===== config.mk =====
export PLATFORM = sky130hd
export DESIGN_NAME = fifo_sync_lsram
export DESIGN_NICKNAME = d
export VERILOG_FILES = /design/src/rtl/fifo_sync_lsram.sv
export SDC_FILE = /design/constraint.sdc
export NUM_CORES = 2
export LEC_CHECK = 0
export CORE_UTILIZATION = 60
export DETAILED_ROUTE_END_ITERATION = 10
export PLACE_DENSITY = 0.76
export SYNTH_ARGS = -nofsm -noshare
export SYNTH_HDL_FRONTEND = slang
export SYNTH_SLANG_ARGS = --single-unit

===== constraint.sdc =====
create_clock -name CLOCK -period 4.12 [get_ports CLOCK]
set_input_delay 1.236 -clock CLOCK [delete_from_list [all_inputs] [get_ports CLOCK]]
set_output_delay 1.236 -clock CLOCK [all_outputs]
set_load 0.03 [all_outputs]

===== src/rtl/fifo_sync_lsram.sv =====
// fifo_sync_lsram: single-clock FIFO on an inferred simple-dual-port RAM.
// Defining FIFO_SYNC_LSRAM_RDPIPE_EN adds an output register (read latency 2).
// Ports: CLOCK, RESET (async, active high); WDATA/WE write side;
//   RE/RDATA/RVALID read side; FULL/EMPTY/AFULL/AEMPTY registered flags;
//   OVERFLOW/UNDERFLOW one-cycle reject pulses; WRCNT occupancy.
module fifo_sync_lsram #(
  parameter int WIDTH      = 32,
  parameter int DEPTH_LOG2 = 7,
  parameter int AFULL_TH   = 120,
  parameter int AEMPTY_TH  = 8
) (
  input  logic                  CLOCK,
  input  logic                  RESET,
  input  logic [WIDTH-1:0]      WDATA,
  input  logic                  WE,
  input  logic                  RE,
  output logic [WIDTH-1:0]      RDATA,
  output logic                  RVALID,
  output logic                  FULL,
  output logic                  EMPTY,
  output logic                  AFULL,
  output logic                  AEMPTY,
  output logic                  OVERFLOW,
  output logic                  UNDERFLOW,
  output logic [DEPTH_LOG2:0]   WRCNT
);

  localparam int DEPTH = 1 << DEPTH_LOG2;
  localparam int AW    = DEPTH_LOG2;
  localparam int PW    = DEPTH_LOG2 + 1;
  localparam logic [PW-1:0] ONE = PW'(1);

  logic [WIDTH-1:0] mem [DEPTH];

  logic [PW-1:0]    wr_ptr_q, wr_ptr_d;
  logic [PW-1:0]    rd_ptr_q, rd_ptr_d;
  logic [PW-1:0]    cnt_q, cnt_d;
  logic             full_q, full_d;
  logic             empty_q, empty_d;
  logic             afull_q, afull_d;
  logic             aempty_q, aempty_d;
  logic             ovf_q, ovf_d;
  logic             unf_q, unf_d;
  logic [WIDTH-1:0] ram_q, ram_d;
  logic             ram_vld_q, ram_vld_d;
  logic             we_ok;
  logic             re_ok;

  always_comb begin
    we_ok    = WE && !full_q;
    re_ok    = RE && !empty_q;
    wr_ptr_d = we_ok ? wr_ptr_q + ONE : wr_ptr_q;
    rd_ptr_d = re_ok ? rd_ptr_q + ONE : rd_ptr_q;
    cnt_d    = cnt_q;
    if (we_ok && !re_ok) begin
      cnt_d = cnt_q + ONE;
    end else if (re_ok && !we_ok) begin
      cnt_d = cnt_q - ONE;
    end
    // Equal addresses: MSBs equal means empty, MSBs differ means full.
    empty_d   = (wr_ptr_d == rd_ptr_d);
    full_d    = (wr_ptr_d[AW] != rd_ptr_d[AW]) &&
                (wr_ptr_d[AW-1:0] == rd_ptr_d[AW-1:0]);
    afull_d   = int'(cnt_d) >= AFULL_TH;
    aempty_d  = int'(cnt_d) <= AEMPTY_TH;
    ovf_d     = WE && full_q;
    unf_d     = RE && empty_q;
    ram_vld_d = re_ok;
    ram_d     = re_ok ? mem[rd_ptr_q[AW-1:0]] : ram_q;
  end

  // RAM array carries no reset; writes are blocked while RESET is high.
  always_ff @(posedge CLOCK) begin
    if (we_ok && !RESET) begin
      mem[wr_ptr_q[AW-1:0]] <= WDATA;
    end
  end

  always_ff @(posedge CLOCK or posedge RESET) begin
    if (RESET) begin
      wr_ptr_q  <= '0;
      rd_ptr_q  <= '0;
      cnt_q     <= '0;
      full_q    <= 1'b0;
      empty_q   <= 1'b1;
      afull_q   <= 1'b0;
      aempty_q  <= 1'b1;
      ovf_q     <= 1'b0;
      unf_q     <= 1'b0;
      ram_q     <= '0;
      ram_vld_q <= 1'b0;
    end else begin
      wr_ptr_q  <= wr_ptr_d;
      rd_ptr_q  <= rd_ptr_d;
      cnt_q     <= cnt_d;
      full_q    <= full_d;
      empty_q   <= empty_d;
      afull_q   <= afull_d;
      aempty_q  <= aempty_d;
      ovf_q     <= ovf_d;
      unf_q     <= unf_d;
      ram_q     <= ram_d;
      ram_vld_q <= ram_vld_d;
    end
  end

`ifdef FIFO_SYNC_LSRAM_RDPIPE_EN
  logic [WIDTH-1:0] out_q, out_d;
  logic             out_vld_q, out_vld_d;

  always_comb begin
    out_vld_d = ram_vld_q;
    out_d     = ram_vld_q ? ram_q : out_q;
  end

  always_ff @(posedge CLOCK or posedge RESET) begin
    if (RESET) begin
      out_q     <= '0;
      out_vld_q <= 1'b0;
    end else begin
      out_q     <= out_d;
      out_vld_q <= out_vld_d;
    end
  end

  assign RDATA  = out_q;
  assign RVALID = out_vld_q;
`else
  assign RDATA  = ram_q;
  assign RVALID = ram_vld_q;
`endif

  assign FULL      = full_q;
  assign EMPTY     = empty_q;
  assign AFULL     = afull_q;
  assign AEMPTY    = aempty_q;
  assign OVERFLOW  = ovf_q;
  assign UNDERFLOW = unf_q;
  assign WRCNT     = cnt_q;

endmodule

; Word level (Yosys, flattened, before mapping)
; Memories as Yosys holds them, arrays and structs flattened. A register that Yosys moved wholly into a read port is not among the register bits.
; Index checks and enable logic that the tools add are counted.
[word_totals]
ff_bits = 31
latch_bits = 0
ram_bits = 4096
romBits = 0
input_bits = 36
out_inout_bits = 47
wordCells = 39
mem_count = 1
[memory_table]
columns = name, depth, width, rd, rd_ports_with_merged_regs, wr, line_no
row1 = mem, 128, 32, 1, 1, 1, 33  ; logic [WIDTH-1:0] mem [DEPTH];
[classes]
n_addsub = 4
n_mul = 0
div_mod_pow = 0
order_cmp = 2
eq_ne = 3
n_shift = 0
n_mux = 6
n_bitwise = 0
n_reduce_logical = 13
[ops]
columns = operator, n
row1 = $mux W8, 4
row2 = $add A8 B1 Y8 const B, 3
row3 = $eq A8 B8 Y1, 1
row4 = $ge A8 B7 Y1 const B, 1
row5 = $le A8 B4 Y1 const B, 1
row6 = $logic_and A1 B1 Y1, 8
row7 = $sub A8 B1 Y8 const B, 1
row8 = $eq A7 B7 Y1, 1
row9 = $logic_not A1 Y1, 5
row10 = $mux W1, 2
row11 = $ne A1 B1 Y1, 1

; Logic depth before layout (Yosys ltp)
[logic_depth]
ltp_word = 7
depth_mapped = 12
ltp_nobuf = 7

; Least setup slack after synthesis
; Ideal clock, no wire load.
[synth_timing]
kind = in2reg
start = in RESET
end = mem mem[111][0] (enable)
setup_time_ns = 0.421
arrival_ns = 4.766
required_ns = 3.699
path_slack_ns = -1.068
cell_stages = 5
n_path_buf = 1
cell_sequence = inv_1 and3_1 nand3_1 clkbuf_1 nor2_1
[synth_between]
elab_chain_cells = 4
[synth_rtl]
columns = element, line_no
row1 = start: declaration, 13  ; input logic RESET,
row2 = $logic_not A1 Y1 (no source line), -
row3 = $logic_and A1 B1 Y1, 74  ; if (we_ok && !RESET) begin
row4 = $mux W1, 74
row5 = $mux W1 (implied by the code), 75  ; mem[wr_ptr_q[AW-1:0]] <= WDATA;
row6 = end: declaration, 33
; No other way between the ends.

==> metrics.csv <==
stage,metric,value,unit
pwr,worst_ir_drop_vdd,0.542,mV
synth,synth.yosys.seq_area_share,78.3,%
die,io_pins,83,
worst_setup_path,worst-endpoint-required,4960,ps
clock_network,master_cell_of_the_clock_root_buffer,clkbuf_16,
grt,grt_pass1_wl,616000,microns
routing,routed_wire_length_per_instance,38.5,microns
grt,grt_pass1_vias,80800,
synth,synth_cell_types,73,
pwr,pwr-share-seq,39.4,%
sta,hold_ws,521,ps
die,dieHeight,517,microns
synth,synth_area_leader_cell,edfxtp_1,
sta,max_clock_freq,262,MHz
grt,globalRouteTotalUtil,33.4,%
synth,synthesis.instances,7027,
place,placed_cell_area,0.169,sq mm
routing,drcViolationCount,0,
layout,fin_nets,7648,
clock_network,htree_levels,5,
sta,worstMarginPinSlew,1300,ps
routing,routed_via_density,7.05,
synth,synth_top_area_share,77.3,%
routing,drt-total-wl,441000,microns
synth,synthesized_netlist_net_count,7067,
clock_network,cts_tree,yes,
synth,synth.top_cells.by_count,"4096 x edfxtp_1, 946 x mux4_2, 355 x mux2i_1",
sta,min_period_over_period,92.6,%
sta,finalSetupViolCount,0,
place,routability_driven_placement_congestion_ratio,0.984,
worst_setup_path,worst_ep_arrival_time,4650,ps
die,floorplan.core_area,0.263,sq mm
synth,synthArstFlopShare,1.51,%
sta,final.setup.tns,0,ps
synth,synth_enable_flop_cells,4096,
pwr,power.share.switching,32.5,%
place,hpwl_after_dpl,257000,microns
run,max_cap_viols,0,
grt,globalRouteOverflowTotal,0,
layout,share_of_cells_above_drive_strength_1,28.3,%
synth,synthesis.area,0.159,sq mm
worst_setup_path,cp_max_fo,19,
hold_path,worst_hold_path_cell_count,2,
die,dieArea,0.267,sq mm
clock_network,clk_transition_reported_paths,70,ps
clock_network,cts_num_sinks,4159,
die,num_rows,188,
sta,timing.final.crit_period,3820,ps
clock_network,number_of_hold_buffers_added_after_cts,0,
clock_network,post_cts.resized_instances,0,
synth,ys_warn_count,0,
pwr,clkPwrFrac,29.8,%
synth,most_common_flop_cell_mapped_by_yosys,edfxtp_1,
outcome,status,finished clean,
clock_network,postCtsSetupBuffers,0,
layout,area_growth_syn_to_layout,14.4,%
clock_network,clk-insertion-delay-late,960,ps
layout,stdcell_area,0.182,sq mm
sta,unrepaired_setup_endpoints_after_global_routing,false,
synth,synth_most_common_cell,edfxtp_1,
grt,grt_start_max_net_pins,129,
die,initial_utilization,60.5,%
grt,grt_antenna_before_repair,24,
clock_network,number_of_cts_inserted_buffers,405,
layout,final_util,69.2,%
sta,timing.final.hold_violations,0,
worst_setup_path,worstSetupPathType,reg -> reg,
pwr,comb_power_share,30.8,%
place,buffer_ports.inserted,82,
clock_network,clk_path_buf_depth,4,
synth,yosys_register_bits,4159,
layout,filler_cell_count,14947,
worst_setup_path,crit_end_category,register,
pwr,internal_power,82600,uW
pwr,p_switching,39700,uW
routing,initialDrtViolationCount,13786,
die,die-width,517,microns
routing,num_vias,80725,
routing,final_antenna_net_count,0,
synth,post_synth_main_area_contributors,"edfxtp_1 77%, mux4_2 13%, mux2i_1 2.2%",
sta,count_of_final_max_slew_check_failures,0,
routing,drtPass1Iterations,6,
worst_setup_path,worst_r2r_path_depth,8,
hold_path,timing.hold.worst.class,reg -> reg,
pwr,power.leakage,0.0576,uW
sta,slew_headroom,12.3,%
sta,fin_worst_skew,91.4,ps
pwr,p_per_area,672,mW/mm^2
synth,synth.avg_cell_area,22.6,sq um
worst_setup_path,critPathLaunchType,register,
## cells by family after synthesis
group,Yosys count,synth area share (%)
buffers and inverters,411,1.54
adder cells (fa/ha/maj),4,0.0315
flip-flops,4159,78.3
XOR/XNOR,29,0.168
AO/OA/AOI/OAI,605,2.75
AND/OR/NAND/NOR,494,1.39
multiplexers,1325,15.8
## cell type report
type	instances	area, sq um	area share [%]
Sequential cell	4159	125000	68.4
Timing Repair Buffer	576	7040	3.87
Inverter	9	45.0	0.0247
Antenna cell	10	25.0	0.0137
Tap cell	3515	4400	2.42
Clock buffer	476	10600	5.81
Clock inverter	246	2280	1.25
Multi-Input combinational cell	2457	33100	18.2
## routing by layer
metal  routed length, microns  vias up  global-route usage, %
li1                         -    31124                      -
met1                   149000    42206                   44.5
met2                   203000     6241                   50.4
met3                    59000     1146                   9.33
met4                    29300        8                   18.9
met5                       81        -                      0
## state kept, by name, summed over array words and instances, names as in the netlist
name       count
FULL           1
RVALID         1
EMPTY          1
wr_ptr_q       8
OVERFLOW       1
rd_ptr_q       8
RDATA         32
WRCNT          8
AEMPTY         1
AFULL          1
mem         4096
UNDERFLOW      1
## metrics by stage
stage / setup slack, ps / std cells / total power (uW)
2_1_floorplan: -57.7 / 7027 / 69900
3_3_place_gp: 247 / 10716 / 85100
3_5_place_dp: 164 / 10716 / 85500
4_1_cts: 434 / 11438 / 122000
5_1_grt: 328 / 11440 / 125000
6_report: 304 / 11448 / 122000
## layout by cell type, fill, tap and decap left out, types with 13 or more instances in the layout
| cell | synthesis | final |
|---|---|---|
| clkinv_2 | 0 | 94 |
| buf_12 | 6 | 207 |
| o221ai_1 | 17 | 17 |
| edfxtp_1 | 4096 | 4096 |
| nor3_1 | 32 | 32 |
| nand3_1 | 52 | 49 |
| dfrtp_1 | 61 | 55 |
| o22ai_1 | 74 | 74 |
| mux2i_1 | 355 | 355 |
| a31oi_1 | 30 | 30 |
| o211ai_1 | 47 | 47 |
| o21ai_0 | 37 | 37 |
| bufinv_16 | 0 | 38 |
| a21oi_1 | 68 | 68 |
| o32ai_1 | 15 | 15 |
| a221oi_1 | 61 | 60 |
| a22o_1 | 42 | 42 |
| nor2_4 | 0 | 130 |
| mux4_2 | 946 | 946 |
| clkdlybuf4s50_1 | 0 | 50 |
| clkinvlp_4 | 0 | 13 |
| clkbuf_1 | 160 | 61 |
| a22oi_1 | 131 | 131 |
| clkinv_1 | 1 | 83 |
| a311oi_1 | 16 | 16 |
| xnor2_1 | 19 | 19 |
| clkbuf_16 | 0 | 411 |
| a211oi_1 | 19 | 19 |
| buf_4 | 50 | 319 |
| nor2_1 | 212 | 81 |
| mux2_2 | 21 | 21 |
| nor4_1 | 16 | 16 |
| nand2_1 | 110 | 104 |
| nor2b_1 | 20 | 15 |
## final timing paths
check / end / start / slack [ps]
worst max-delay path: RDATA[11] / rd_ptr_q[0] / 300
worst min-delay path: wr_ptr_q[7] / wr_ptr_q[7] / 520
worst max register to register: RDATA[11] / rd_ptr_q[0] / 300
worst min register to register: wr_ptr_q[7] / wr_ptr_q[7] / 520
max in group asynchronous: rd_ptr_q[0] / RESET / 2130
min in group asynchronous: rd_ptr_q[2] / RESET / 1210
## power groups by stage
stage	registers, uW	logic, uW	clock network, uW
6_report	48200	37700	36400
5_1_grt	48200	38500	38100
4_1_cts	48100	37000	36500
3_5_place_dp	49000	36500	0
3_3_place_gp	49000	36200	0
2_1_floorplan	48700	21200	0
## worst max-delay path, cell delays in order (launching register included)
cell	delay, ps
dfrtp_4	610
buf_12	300
buf_12	240
buf_4	280
mux4_2	550
a22o_1	320
a221oi_1	950
o221ai_1	210
o211a_1	180
Power figures use the tool's default switching activity.
